File: src/rtl/cix32_mem_arbiter.sv
// Round-robin arbiter merging the CIX-32 fetch and data ports onto one 32-bit
// memory bus, with one outstanding transaction and a watchdog that aborts dead slaves.
module cix32_mem_arbiter #(
    parameter int TIMEOUT_CYCLES = 256,
    parameter int TO_W           = 16
) (
    input  logic        clk,
    input  logic        rst_n,
    input  logic [31:0] imem_addr,
    input  logic        imem_req,
    output logic [31:0] imem_rdata,
    output logic        imem_ready,
    input  logic [31:0] dmem_addr,
    input  logic [31:0] dmem_wdata,
    input  logic [3:0]  dmem_wstrb,
    input  logic        dmem_we,
    input  logic        dmem_req,
    output logic [31:0] dmem_rdata,
    output logic        dmem_ready,
    output logic [31:0] bus_addr,
    output logic [31:0] bus_wdata,
    output logic [3:0]  bus_wstrb,
    output logic        bus_we,
    output logic        bus_valid,
    input  logic        bus_ready,
    input  logic [31:0] bus_rdata,
    output logic        timeout_irq,
    output logic [31:0] timeout_addr
);

    typedef enum logic [1:0] {
        IDLE = 2'd0,
        BUS  = 2'd1,
        RESP = 2'd2
    } state_t;

    state_t          state;
    logic            last_grant_dmem;
    logic            grant_dmem;
    logic [TO_W-1:0] wd_count;

    logic            pick_dmem;
    logic            wd_expired;
    logic [31:0]     resp_data;

    // On a tie, serve the master that did not win last time.
    assign pick_dmem  = dmem_req && (!imem_req || !last_grant_dmem);
    assign wd_expired = (wd_count == TO_W'(TIMEOUT_CYCLES - 1));
    assign resp_data  = bus_ready ? bus_rdata : 32'hFFFF_FFFF;

    always_ff @(posedge clk or negedge rst_n) begin
        if (!rst_n) begin
            state           <= IDLE;
            last_grant_dmem <= 1'b0;
            grant_dmem      <= 1'b0;
            wd_count        <= '0;
            imem_rdata      <= '0;
            imem_ready      <= 1'b0;
            dmem_rdata      <= '0;
            dmem_ready      <= 1'b0;
            bus_addr        <= '0;
            bus_wdata       <= '0;
            bus_wstrb       <= '0;
            bus_we          <= 1'b0;
            bus_valid       <= 1'b0;
            timeout_irq     <= 1'b0;
            timeout_addr    <= '0;
        end else begin
            case (state)
                IDLE: begin
                    if (imem_req || dmem_req) begin
                        grant_dmem      <= pick_dmem;
                        last_grant_dmem <= pick_dmem;
                        bus_addr        <= pick_dmem ? dmem_addr : imem_addr;
                        bus_we          <= pick_dmem && dmem_we;
                        bus_wdata       <= (pick_dmem && dmem_we) ? dmem_wdata : 32'h0;
                        bus_wstrb       <= (pick_dmem && dmem_we) ? dmem_wstrb : 4'h0;
                        bus_valid       <= 1'b1;
                        wd_count        <= '0;
                        state           <= BUS;
                    end
                end
                BUS: begin
                    // A ready in the final watchdog cycle still counts as a normal completion.
                    if (bus_ready || wd_expired) begin
                        bus_valid   <= 1'b0;
                        timeout_irq <= !bus_ready;
                        if (!bus_ready) begin
                            timeout_addr <= bus_addr;
                        end
                        if (grant_dmem) begin
                            dmem_ready <= 1'b1;
                            dmem_rdata <= bus_we ? 32'h0 : resp_data;
                        end else begin
                            imem_ready <= 1'b1;
                            imem_rdata <= resp_data;
                        end
                        state <= RESP;
                    end else begin
                        wd_count <= wd_count + 1'b1;
                    end
                end
                RESP: begin
                    imem_ready  <= 1'b0;
                    dmem_ready  <= 1'b0;
                    timeout_irq <= 1'b0;
                    wd_count    <= '0;
                    state       <= IDLE;
                end
                default: begin
                    state     <= IDLE;
                    bus_valid <= 1'b0;
                end
            endcase
        end
    end

endmodule

File: config.mk
export PLATFORM = sky130hd
export DESIGN_NAME = cix32_mem_arbiter
export DESIGN_NICKNAME = d
export VERILOG_FILES = /design/src/rtl/cix32_mem_arbiter.sv
export SDC_FILE = /design/constraint.sdc
export NUM_CORES = 1
export LEC_CHECK = 0
export ABC_AREA = 0
export BUFFER_PORTS_ARGS = -buffer_cell sky130_fd_sc_hd__buf_4
export CAP_MARGIN = 30
export CORE_MARGIN = 10
export CORE_UTILIZATION = 53
export CTS_BUF_LIST = sky130_fd_sc_hd__clkbuf_16
export CTS_CLUSTER_DIAMETER = 40
export DETAILED_ROUTE_END_ITERATION = 10
export MAX_ROUTING_LAYER = met4
export PLACE_DENSITY = 0.83
export SLEW_MARGIN = 25
export SYNTH_ARGS = -nofsm -noshare
export SYNTH_HDL_FRONTEND = slang
export SYNTH_SLANG_ARGS = --single-unit
File: constraint.sdc
create_clock -name clk -period 3.75 [get_ports clk]
set_input_delay 0.1875 -clock clk [delete_from_list [all_inputs] [get_ports clk]]
set_output_delay 0.1875 -clock clk [all_outputs]
set_load 0.02 [all_outputs]
==> results.md <==
- The startpoint identified for the worst hold timing path is imem_req.
- Along the worst hold path, the cell count comes to 2.
- Synthesis produced 645 cells.
- The initialized floorplan defines 45 standard-cell rows.
- The final HPWL from detailed placement is between 15,000 and 20,000 um.
- The final critical-path share of the clock period is 0.680.
- The count of pins over their slew limit is 0.
- Synthesis produced a netlist with a net count of 784.
- The first global-routing pass estimated 37,700 um of wire.
- The run finished with clean final reports.
- The remaining max-slew budget at the tightest pin is 0.369.
- Sorting the synthesized cells by area gives the leading types as dfrtp_1 (58%), mux2_4 (7.8%), mux2i_1 (4.1%).
- The startpoint of the lowest-slack register-to-register path is state[0]$_DFFE_PN0P_.
- 307 I/O pins were placed.
- The antenna diode count is 0.
- The number of flops mapped to enable cells by yosys is 0.
- The post-route minimum period is ~2.5 ns.
- The critical path is of the reg2reg type.
- The violation count after the first detailed-routing iteration is 421.
- For the worst-skew pair, the clock arrives at the later sink with an insertion delay of roughly 0.43 ns.
- The depth of the CTS H-tree is 4.
- The clock slew seen by the registers of the worst setup and hold paths is around 0.07 ns.
- Counting flops with an async set or reset pin after synthesis yields a share of 1.00.
- The relative area change from synthesis to final layout is 41.3%.
- The starting density of the core is 0.537.
- The maximum number of pins on one net before global-route repair is approximately 120.
- Clock tree synthesis inserted a total of 17 buffers.
- For flop-to-flop paths, the worst setup slack is 1.20 ns.
- The cell depth of the worst flop-to-flop path is 4.
- Across the run, the number of max-cap violations was 0.
- Measured along the y axis, the die boundary spans 143 um.
- The category of the worst setup path launch point is a register.
- The count of nets after finishing is 1,110.
- The area inside the core boundary is 15,000 um^2.
- Of all cell types, the one taking the most synthesized area is dfrtp_1.
- The share of post-route cells with drive strength above 1 is 0.426.
- The type of destination of the critical path is a register.
- The count of unique library cells instantiated by Yosys is 46.
- The maximum root-to-sink buffer count is 2.
- The average footprint of a synthesized cell is 12.5 um^2.
- The achievable frequency is about 0.4 GHz.
- The number of setup violations in the final report is 0.
- After detailed routing, the wire length on met1 is 10,100 um.
- The number of endpoints with negative hold slack in the final report is 0.
- The root buffer cell is clkbuf_16.
- Summing over every cut layer, the via total after detailed routing is about 6,600.
- The library cells used most frequently in the layout, excluding fill and tap cells, are buf_4 (312), dfrtp_1 (187), nor2_1 (68).
- The number of global-route vias before repair was 6,777.
- The total routing usage reported by global routing is 0.244.
- The area of the mapped netlist is between 8000 and 9000 um^2.
- The share of synthesized area in the top cell type comes to 0.583.
- Setup repair after global routing left no endpoint under its margin.
- The via-per-instance ratio is 5.67.
- In this run the top signal layer used is met4.
- The post-cts resize count is 0.
- On the final layout, the worst hold slack is 0.0243 ns.
- At the worst endpoint, the arrival time is around 2.9 ns.
- The areal power density over the cells is ~760 nW/um^2.
- The die footprint is 20,600 um^2.
- Data on the critical path is required at its endpoint by between 4 and 5 ns.
- In this run, placement finished with an instance count of 1,102.
- The total iterations of the first detailed-routing run is 5.
- The horizontal extent of the die is approximately 140 um.
- The analysis attributes to cell leakage a power of 5.73 nW.
- The final RePlAce weighted congestion is 0.813.
- Synthesis inferred 188 register bits.
- The number of antenna violations at the first check in global routing is 0.
- In this run the critical register-to-register path is captured at timeout_addr[7]$_DFFE_PN0P_.
- Excluding fillers, the count of instances in the completed layout stands at between 1,000 and 1,500.
- The actual slew at the worst max-slew pin is 0.947 ns.
- The total negative slack for setup checks is 0 ns.
- For hold timing, the worst endpoint is grant_dmem$_DFFE_PN0P_.
- Between clock sinks in the finished design, the worst skew comes to 0.0109 ns.
- Yosys printed 0 warnings.
- Detailed routing placed a total of approximately 2300 um of wire on met3.
- Clock tree synthesis found a total of approximately 190 sinks.
- The worst vdd rail ir drop is about 0.49 mV.
- Dividing the detail-routed wire length by the instance count gives approximately 22 um.
- For this block, the routed nets add up to 25,500 um of wire.
- Leaving out fill and tap cells, the most frequent cell in the layout is buf_4.
- The clock tree from TritonCTS is done.
- The register area share after synthesis is 0.583.
- For this run the aggregate overflow at the end of global routing stands at 0.
- In the routed design, unresolved DRC markers number 0.
- The worst hold path belongs to the class in2reg.
- The detail route stage leaves a number of antenna-violating nets equal to 0.
- The met2 wire length is between 10,000 and 15,000 um.
- The most used flip-flop cell after synthesis is dfrtp_1.
- Buffers placed on the I/O ports in this run total 306.
- The critical-path maximum fanout is 19.
power breakdown:
group          internal, W  total [W]  switching (W)
combinational      0.00166    0.00374        0.00208
sequential         0.00272    0.00327       0.000553
clock             0.000902    0.00167       0.000764
total              0.00528    0.00868        0.00340
per-layer routing:
layer,vias to the layer above,track usage
li1,2985,-
met1,3260,0.284
met2,337,0.384
met3,55,0.0762
met4,0,0.106
met5,-,-
worst max-delay path, stage by stage (launching register included):
cell	delay [ns]
dfrtp_1	0.57
nand2b_1	0.45
or3_2	0.81
buf_12	0.27
mux2_4	0.31
synth_stat cells (all sizes together), types with 2 or more instances:
library cell,count
nand2,44
a22oi,2
buf,22
nor2,69
or3,2
clkbuf,25
nand2b,3
a31oi,5
o211ai,6
mux2,64
nand3,9
and3,7
nand4,4
nor4,4
or4,3
nor3,6
nor2b,2
o21ai,48
and4,3
a21oi,4
a2bb2oi,32
mux2i,33
dfrtp,188
a41oi,3
a21o,5
a22o,36
inv,5
through the flow:
step	total power, W	setup slack (ns)	area [um^2]	utilization
2_1_floorplan	0.00524	1.65	8070	-
3_3_place_gp	0.00688	1.19	10400	0.694
3_5_place_dp	0.00698	1.24	10500	0.697
4_1_cts	0.00870	1.21	11400	0.757
5_1_grt	0.00911	1.07	11400	0.758
6_report	0.00868	1.20	11400	0.758
flip-flops by register name, summed over array words and instances, names as in the netlist:
register,count
dmem_ready,1
bus_wdata,32
bus_we,1
timeout_irq,1
dmem_rdata,32
bus_wstrb,4
wd_count,16
timeout_addr,32
bus_addr,32
bus_valid,1
grant_dmem,1
state,2
imem_rdata,32
imem_ready,1
logic make-up after synthesis:
| group | share of synthesized area |
|---|---|
| flip-flops | 0.583 |
| AND/OR/NAND/NOR | 0.0899 |
| AO/OA/AOI/OAI | 0.138 |
| multiplexers | 0.150 |
| buffers and inverters | 0.0380 |
| adder cells (fa/ha/maj) | 0.00155 |
cell type report:
class                      instances  area [um^2]
multi-input combinational        405         3090
fill                             934         3630
timing repair buffer             354         2820
sequential                       188         4710
clock inverter                    14          104
clock buffer                      17          425
inverter                           5         18.8
tap                              188          235
repair_timing:
item,4_1_cts,5_1_grt
hold buffers,37,0
endpoints found under the hold margin,155,0
setup endpoints to repair,0,0
setup buffers,0,0
how the worst max path moves through the flow:
stage                                  from                           end  depth (start not counted)
floorplan           wd_count[0]$_DFFE_PN0P_     dmem_rdata[0]$_DFFE_PN0P_                          9
global placement       state[1]$_DFFE_PN0P_   timeout_addr[0]$_DFFE_PN0P_                          3
detailed placement     state[0]$_DFFE_PN0P_   timeout_addr[4]$_DFFE_PN0P_                          4
CTS                    state[0]$_DFFE_PN0P_  timeout_addr[20]$_DFFE_PN0P_                          4
global route           state[0]$_DFFE_PN0P_   timeout_addr[7]$_DFFE_PN0P_                          4
finish                 state[0]$_DFFE_PN0P_   timeout_addr[7]$_DFFE_PN0P_                          4
Power figures use the tool's default switching activity.
